### src/rtl/fetch_issue_intr_pkg.sv
// rtl/fetch_issue_intr_pkg.sv - shared next-PC source encodings for the fetch stage
package fetch_issue_intr_pkg;

  typedef enum logic [1:0] {
    PC_SEQ    = 2'b00,
    PC_BRANCH = 2'b01,
    PC_JUMP   = 2'b10,
    PC_JALR   = 2'b11
  } pc_sel_e;

  localparam int unsigned PC_STEP = 4;

endpackage

### src/rtl/fetch_pc_mux.sv
// rtl/fetch_pc_mux.sv - prioritised fetch-address source select (reset > trap > select)
module fetch_pc_mux
  import fetch_issue_intr_pkg::*;
#(
  parameter int unsigned             ADDRESS_BITS = 32,
  parameter logic [ADDRESS_BITS-1:0] RESET_PC     = '0
) (
  input  logic                    reset,
  input  logic                    trap_branch,
  input  logic [1:0]              next_PC_select,
  input  logic [ADDRESS_BITS-1:0] target_PC,
  input  logic [ADDRESS_BITS-1:0] trap_target,
  input  logic [ADDRESS_BITS-1:0] next_PC,
  output logic [ADDRESS_BITS-1:0] fetch_address
);

  logic [ADDRESS_BITS-1:0] w_fetch;

  always_comb begin
    w_fetch = next_PC;
    if (reset) begin
      w_fetch = RESET_PC;
    end else if (trap_branch) begin
      w_fetch = trap_target;
    end else begin
      case (pc_sel_e'(next_PC_select))
        PC_BRANCH, PC_JUMP: w_fetch = target_PC;
        // Indirect jumps must land on an even address.
        PC_JALR:            w_fetch = {target_PC[ADDRESS_BITS-1:1], 1'b0};
        default:            w_fetch = next_PC;
      endcase
    end
  end

  assign fetch_address = w_fetch;

endmodule

### src/rtl/fetch_issue_intr.sv
// rtl/fetch_issue_intr.sv - PC register and fetch-address generation with trap redirect
module fetch_issue_intr
  import fetch_issue_intr_pkg::*;
#(
  parameter int unsigned             ADDRESS_BITS = 32,
  parameter logic [ADDRESS_BITS-1:0] RESET_PC     = '0
) (
  input  logic                    clock,
  input  logic                    reset,
  input  logic [1:0]              next_PC_select,
  input  logic [ADDRESS_BITS-1:0] target_PC,
  input  logic                    trap_branch,
  input  logic [ADDRESS_BITS-1:0] trap_target,
  output logic [ADDRESS_BITS-1:0] next_PC,
  output logic [ADDRESS_BITS-1:0] issue_PC,
  output logic [ADDRESS_BITS-1:0] i_mem_read_address,
  input  logic                    scan
);

  logic [ADDRESS_BITS-1:0] r_pc;
  logic [31:0]             r_cycles;
  logic [ADDRESS_BITS-1:0] w_next_pc;
  logic [ADDRESS_BITS-1:0] w_fetch;

  // Link address always derives from the issued PC, wrapping silently.
  assign w_next_pc = r_pc + ADDRESS_BITS'(PC_STEP);

  fetch_pc_mux #(
    .ADDRESS_BITS (ADDRESS_BITS),
    .RESET_PC     (RESET_PC)
  ) u_pc_mux (
    .reset          (reset),
    .trap_branch    (trap_branch),
    .next_PC_select (next_PC_select),
    .target_PC      (target_PC),
    .trap_target    (trap_target),
    .next_PC        (w_next_pc),
    .fetch_address  (w_fetch)
  );

  always_ff @(posedge clock) begin
    if (reset) begin
      r_pc     <= RESET_PC;
      r_cycles <= '0;
    end else begin
      r_pc     <= w_fetch;
      r_cycles <= r_cycles + 32'd1;
    end
  end

  assign next_PC            = w_next_pc;
  assign issue_PC           = r_pc;
  assign i_mem_read_address = w_fetch;

`ifndef SYNTHESIS
  always_ff @(posedge clock) begin
    if (scan) begin
      $display("cycle=%0d issue_PC=%h next_PC=%h i_mem_read_address=%h next_PC_select=%b trap_branch=%b",
               r_cycles, r_pc, w_next_pc, w_fetch, next_PC_select, trap_branch);
    end
  end
`endif

endmodule

### config.mk
export PLATFORM = sky130hd
export DESIGN_NAME = fetch_issue_intr
export DESIGN_NICKNAME = d
export VERILOG_FILES = /design/src/rtl/fetch_issue_intr_pkg.sv /design/src/rtl/fetch_pc_mux.sv /design/src/rtl/fetch_issue_intr.sv
export SDC_FILE = /design/constraint.sdc
export NUM_CORES = 1
export LEC_CHECK = 0
export ABC_CLOCK_PERIOD_IN_PS = 2900
export BUFFER_PORTS_ARGS = -buffer_cell sky130_fd_sc_hd__buf_2
export CELL_PAD_IN_SITES_DETAIL_PLACEMENT = 1
export CELL_PAD_IN_SITES_GLOBAL_PLACEMENT = 2
export CORE_ASPECT_RATIO = 0.75
export CORE_UTILIZATION = 23
export CTS_CLUSTER_SIZE = 14
export DETAILED_ROUTE_END_ITERATION = 7
export GPL_TIMING_DRIVEN = 0
export PLACE_DENSITY = 0.95
export SETUP_SLACK_MARGIN = 0.4
export SLEW_MARGIN = 0
export SYNTH_ARGS = -nofsm -noshare
export SYNTH_HDL_FRONTEND = slang
export SYNTH_SLANG_ARGS = --single-unit
### constraint.sdc
create_clock -name clock -period 2.9 [get_ports clock]
set_input_delay 0.145 -clock clock [delete_from_list [all_inputs] [get_ports clock]]
set_output_delay 0.145 -clock clock [all_outputs]
set_load 0.05 [all_outputs]
==> results.json <==
{
  "synth_cells": 325,
  "yosys_most_used_dff": "dfxtp_1",
  "synth_edf_count": 0,
  "finalSetupTns_ns": 0,
  "start_util_pct": 24.1,
  "fmax_mhz": 405,
  "nets": 580,
  "h-tree-depth": 2,
  "drive_gt1_share_pct": 58.8,
  "synthArstFlopShare_pct": 0,
  "ys_seq_area_share_pct": 25.4,
  "stdcell_count": 643,
  "hold_buffers": 0,
  "yosys.cell_types.count": 41,
  "wire_per_inst_um": 20.3,
  "min_path_cells": 3,
  "hp-class": "in -> reg",
  "maxCapViolCount": 0,
  "syn_avg_cell_area_um2": 7.76,
  "dr.pass1.iters": 4,
  "die_h_um": 92.7,
  "synth_top_family_by_area": "simple AND/OR/NAND/NOR gates",
  "skew_ns": 0.00607,
  "cp_data_required_time_ns": 2.76,
  "clockBufferDepth": 2,
  "port_buffers": 163,
  "tightestPinTransition_ns": 1.09,
  "hold_slack_ns": 0.135,
  "max_slew_margin_pct": 27.6,
  "cellPowerDensity_mw_per_mm2": 434,
  "cts_tree": "done",
  "largest_reg_flops": 32,
  "overflow": 0,
  "final_cell_mix": "buf_2 (153), a21oi_1 (26), clkbuf_1 (23), inv_1 (20), nand2_1 (19)",
  "synth_compound_area_share_pct": 28.1,
  "hold_viol_final": 0,
  "diodes": 0,
  "dieArea_mm2": 0.0114,
  "muxShareOfSynthArea_pct": 0,
  "clock_latency_ns": 0.28,
  "postRouteAntennaNets": 0,
  "irDropWorstVdd_v": 0.000177,
  "fillerInstances": 1281,
  "yosys.area_share.simple_pct": 29.2,
  "r2r_end": "issue_PC[14]$_SDFF_PP0_",
  "leakage_nw": 2.10,
  "grt_usage_pct": 23.2,
  "path_class": "reg -> out",
  "ios": 166,
  "grt_antenna_before_repair": 1,
  "drt_iter0_markers": 119,
  "setup_viol": 0,
  "grt_first_pass_wirelength_um": 19700,
  "vias_per_cell": 5.20,
  "worstSetupEndpointType": "primary output",
  "synth_xor_area_share_pct": 7.59,
  "arrival_ns": 2.33,
  "synth_nets": 398,
  "cts_buffers": 5,
  "synthAdderAreaFrac_pct": 1.49,
  "cp-start-kind": "register",
  "num_rows": 32,
  "synth_area_mm2": 0.00252,
  "core-area_mm2": 0.0105,
  "ys_ff_latch": 32,
  "totalWireLength_um": 13000,
  "layout_commonest_cell": "buf_2",
  "worst-path-max-fanout": 7,
  "reg2reg_from": "issue_PC[4]$_SDFF_PP0_",
  "slew_viol_final": 0,
  "rrSetupSlack_ns": 0.96,
  "drc": 0,
  "ys_warn_count": 0,
  "grt_max_degree": 11,
  "outcome": "completed",
  "dpl.cell_count": 624,
  "fin_util_pct": 42.7,
  "die_w_um": 123,
  "ff2ff_path_depth": 7,
  "grt_pass1_vias": 3450,
  "min_to": "issue_PC[0]$_SDFF_PP0_",
  "fin_crit_ns": 2.47,
  "cts_sinks": 32,
  "syn_to_final_growth_pct": 76.9,
  "holdCritStartpoint": "trap_target[0]",
  "path_clk_slew_ns": 0.06,
  "place_congestion": 0.830,
  "rsz0062_at_grt": "yes",
  "post-route-period-util_pct": 85.2,
  "fin_area_mm2": 0.00446,
  "placed_cell_area_mm2": 0.00397,
  "vias": 3341,
  "cts_root_buf": "clkbuf_16",
  "post-dp-hpwl_um": 10200
}
==> per-stage QoR <==
stage / power [mW] / setup WS (ns)
after floorplan: 1.16 / 0.327
after global placement: 1.38 / 0.191
after detailed placement: 1.40 / 0.118
after CTS: 1.93 / 0.383
after global routing: 2.02 / 0.310
final: 1.94 / 0.428
==> power breakdown <==
group	internal (mW)	switching (mW)	leakage (nW)
clock network	0.314	0.197	0.0640
registers	0.478	0.0650	0.275
logic	0.250	0.632	1.76
==> cells by family (layout without fill, tap and decap cells) <==
kind of cell    count (synthesis)  after routing
compound gates                 94             94
xor+xnor                       21             21
fa+ha+maj                       3              3
buf+inv                        51            233
flops                          32             32
simple gates                  124            124
==> layout make-up <==
class                      instances  area, um^2  share of cell area [%]
clock buffer                       7         133                    2.97
multi-input combinational        242        2290                    51.3
tap                              136         170                    3.81
timing repair buffer             175         950                    21.3
inverter                          20        75.1                    1.68
sequential                        32         691                    15.5
buffer                            31         154                    3.45
==> per-layer routing <==
layer  global-route usage, %  up-vias  part of all wire, %
met5                       0        -                    0
li1                        -     1586                    -
met1                    31.1     1630                   47
met3                    6.28       10                  7.2
met2                    36.9      115                   45
met4                    4.78        0                 0.74
==> cells in the mapped netlist, types with 9 or more instances <==
| cell | n | area (um^2) |
|---|---|---|
| xor2_1 | 10 | 87.6 |
| nor2b_1 | 13 | 81.3 |
| clkbuf_1 | 24 | 90.1 |
| dfxtp_1 | 32 | 641 |
| nand3_1 | 10 | 50.1 |
| xnor2_1 | 10 | 87.6 |
| nand2_1 | 19 | 71.3 |
| or2_2 | 9 | 56.3 |
| nor3_1 | 32 | 160 |
| inv_1 | 20 | 75.1 |
| a221oi_1 | 24 | 210 |
| a21oi_1 | 27 | 135 |
| o311a_1 | 18 | 180 |
==> worst max path at each step <==
stage | cells after the start | to | from
final | 7 | i_mem_read_address[24] | issue_PC[4]$_SDFF_PP0_
after detailed placement | 10 | i_mem_read_address[13] | next_PC_select[0]
after CTS | 7 | i_mem_read_address[28] | issue_PC[12]$_SDFF_PP0_
after floorplan | 5 | i_mem_read_address[13] | issue_PC[7]$_SDFF_PP0_
after global routing | 7 | i_mem_read_address[24] | issue_PC[4]$_SDFF_PP0_
after global placement | 10 | i_mem_read_address[22] | next_PC_select[0]
==> what timing repair did <==
| action | in CTS | in global routing |
|---|---|---|
| endpoints found under the setup margin | 23 | 27 |
| resized for setup | 31 | 35 |
| setup buffers | 4 | 8 |
| pin swaps | 2 | 11 |
==> worst max-delay path, stage by stage (launching register included) <==
cell      delay, ns
dfxtp_4        0.39
and4_1         0.19
clkbuf_4       0.20
nand4_4        0.17
nor4_2         0.38
xor2_2         0.26
o311a_4        0.19
buf_2          0.26
(Power assumes the default switching activity.)
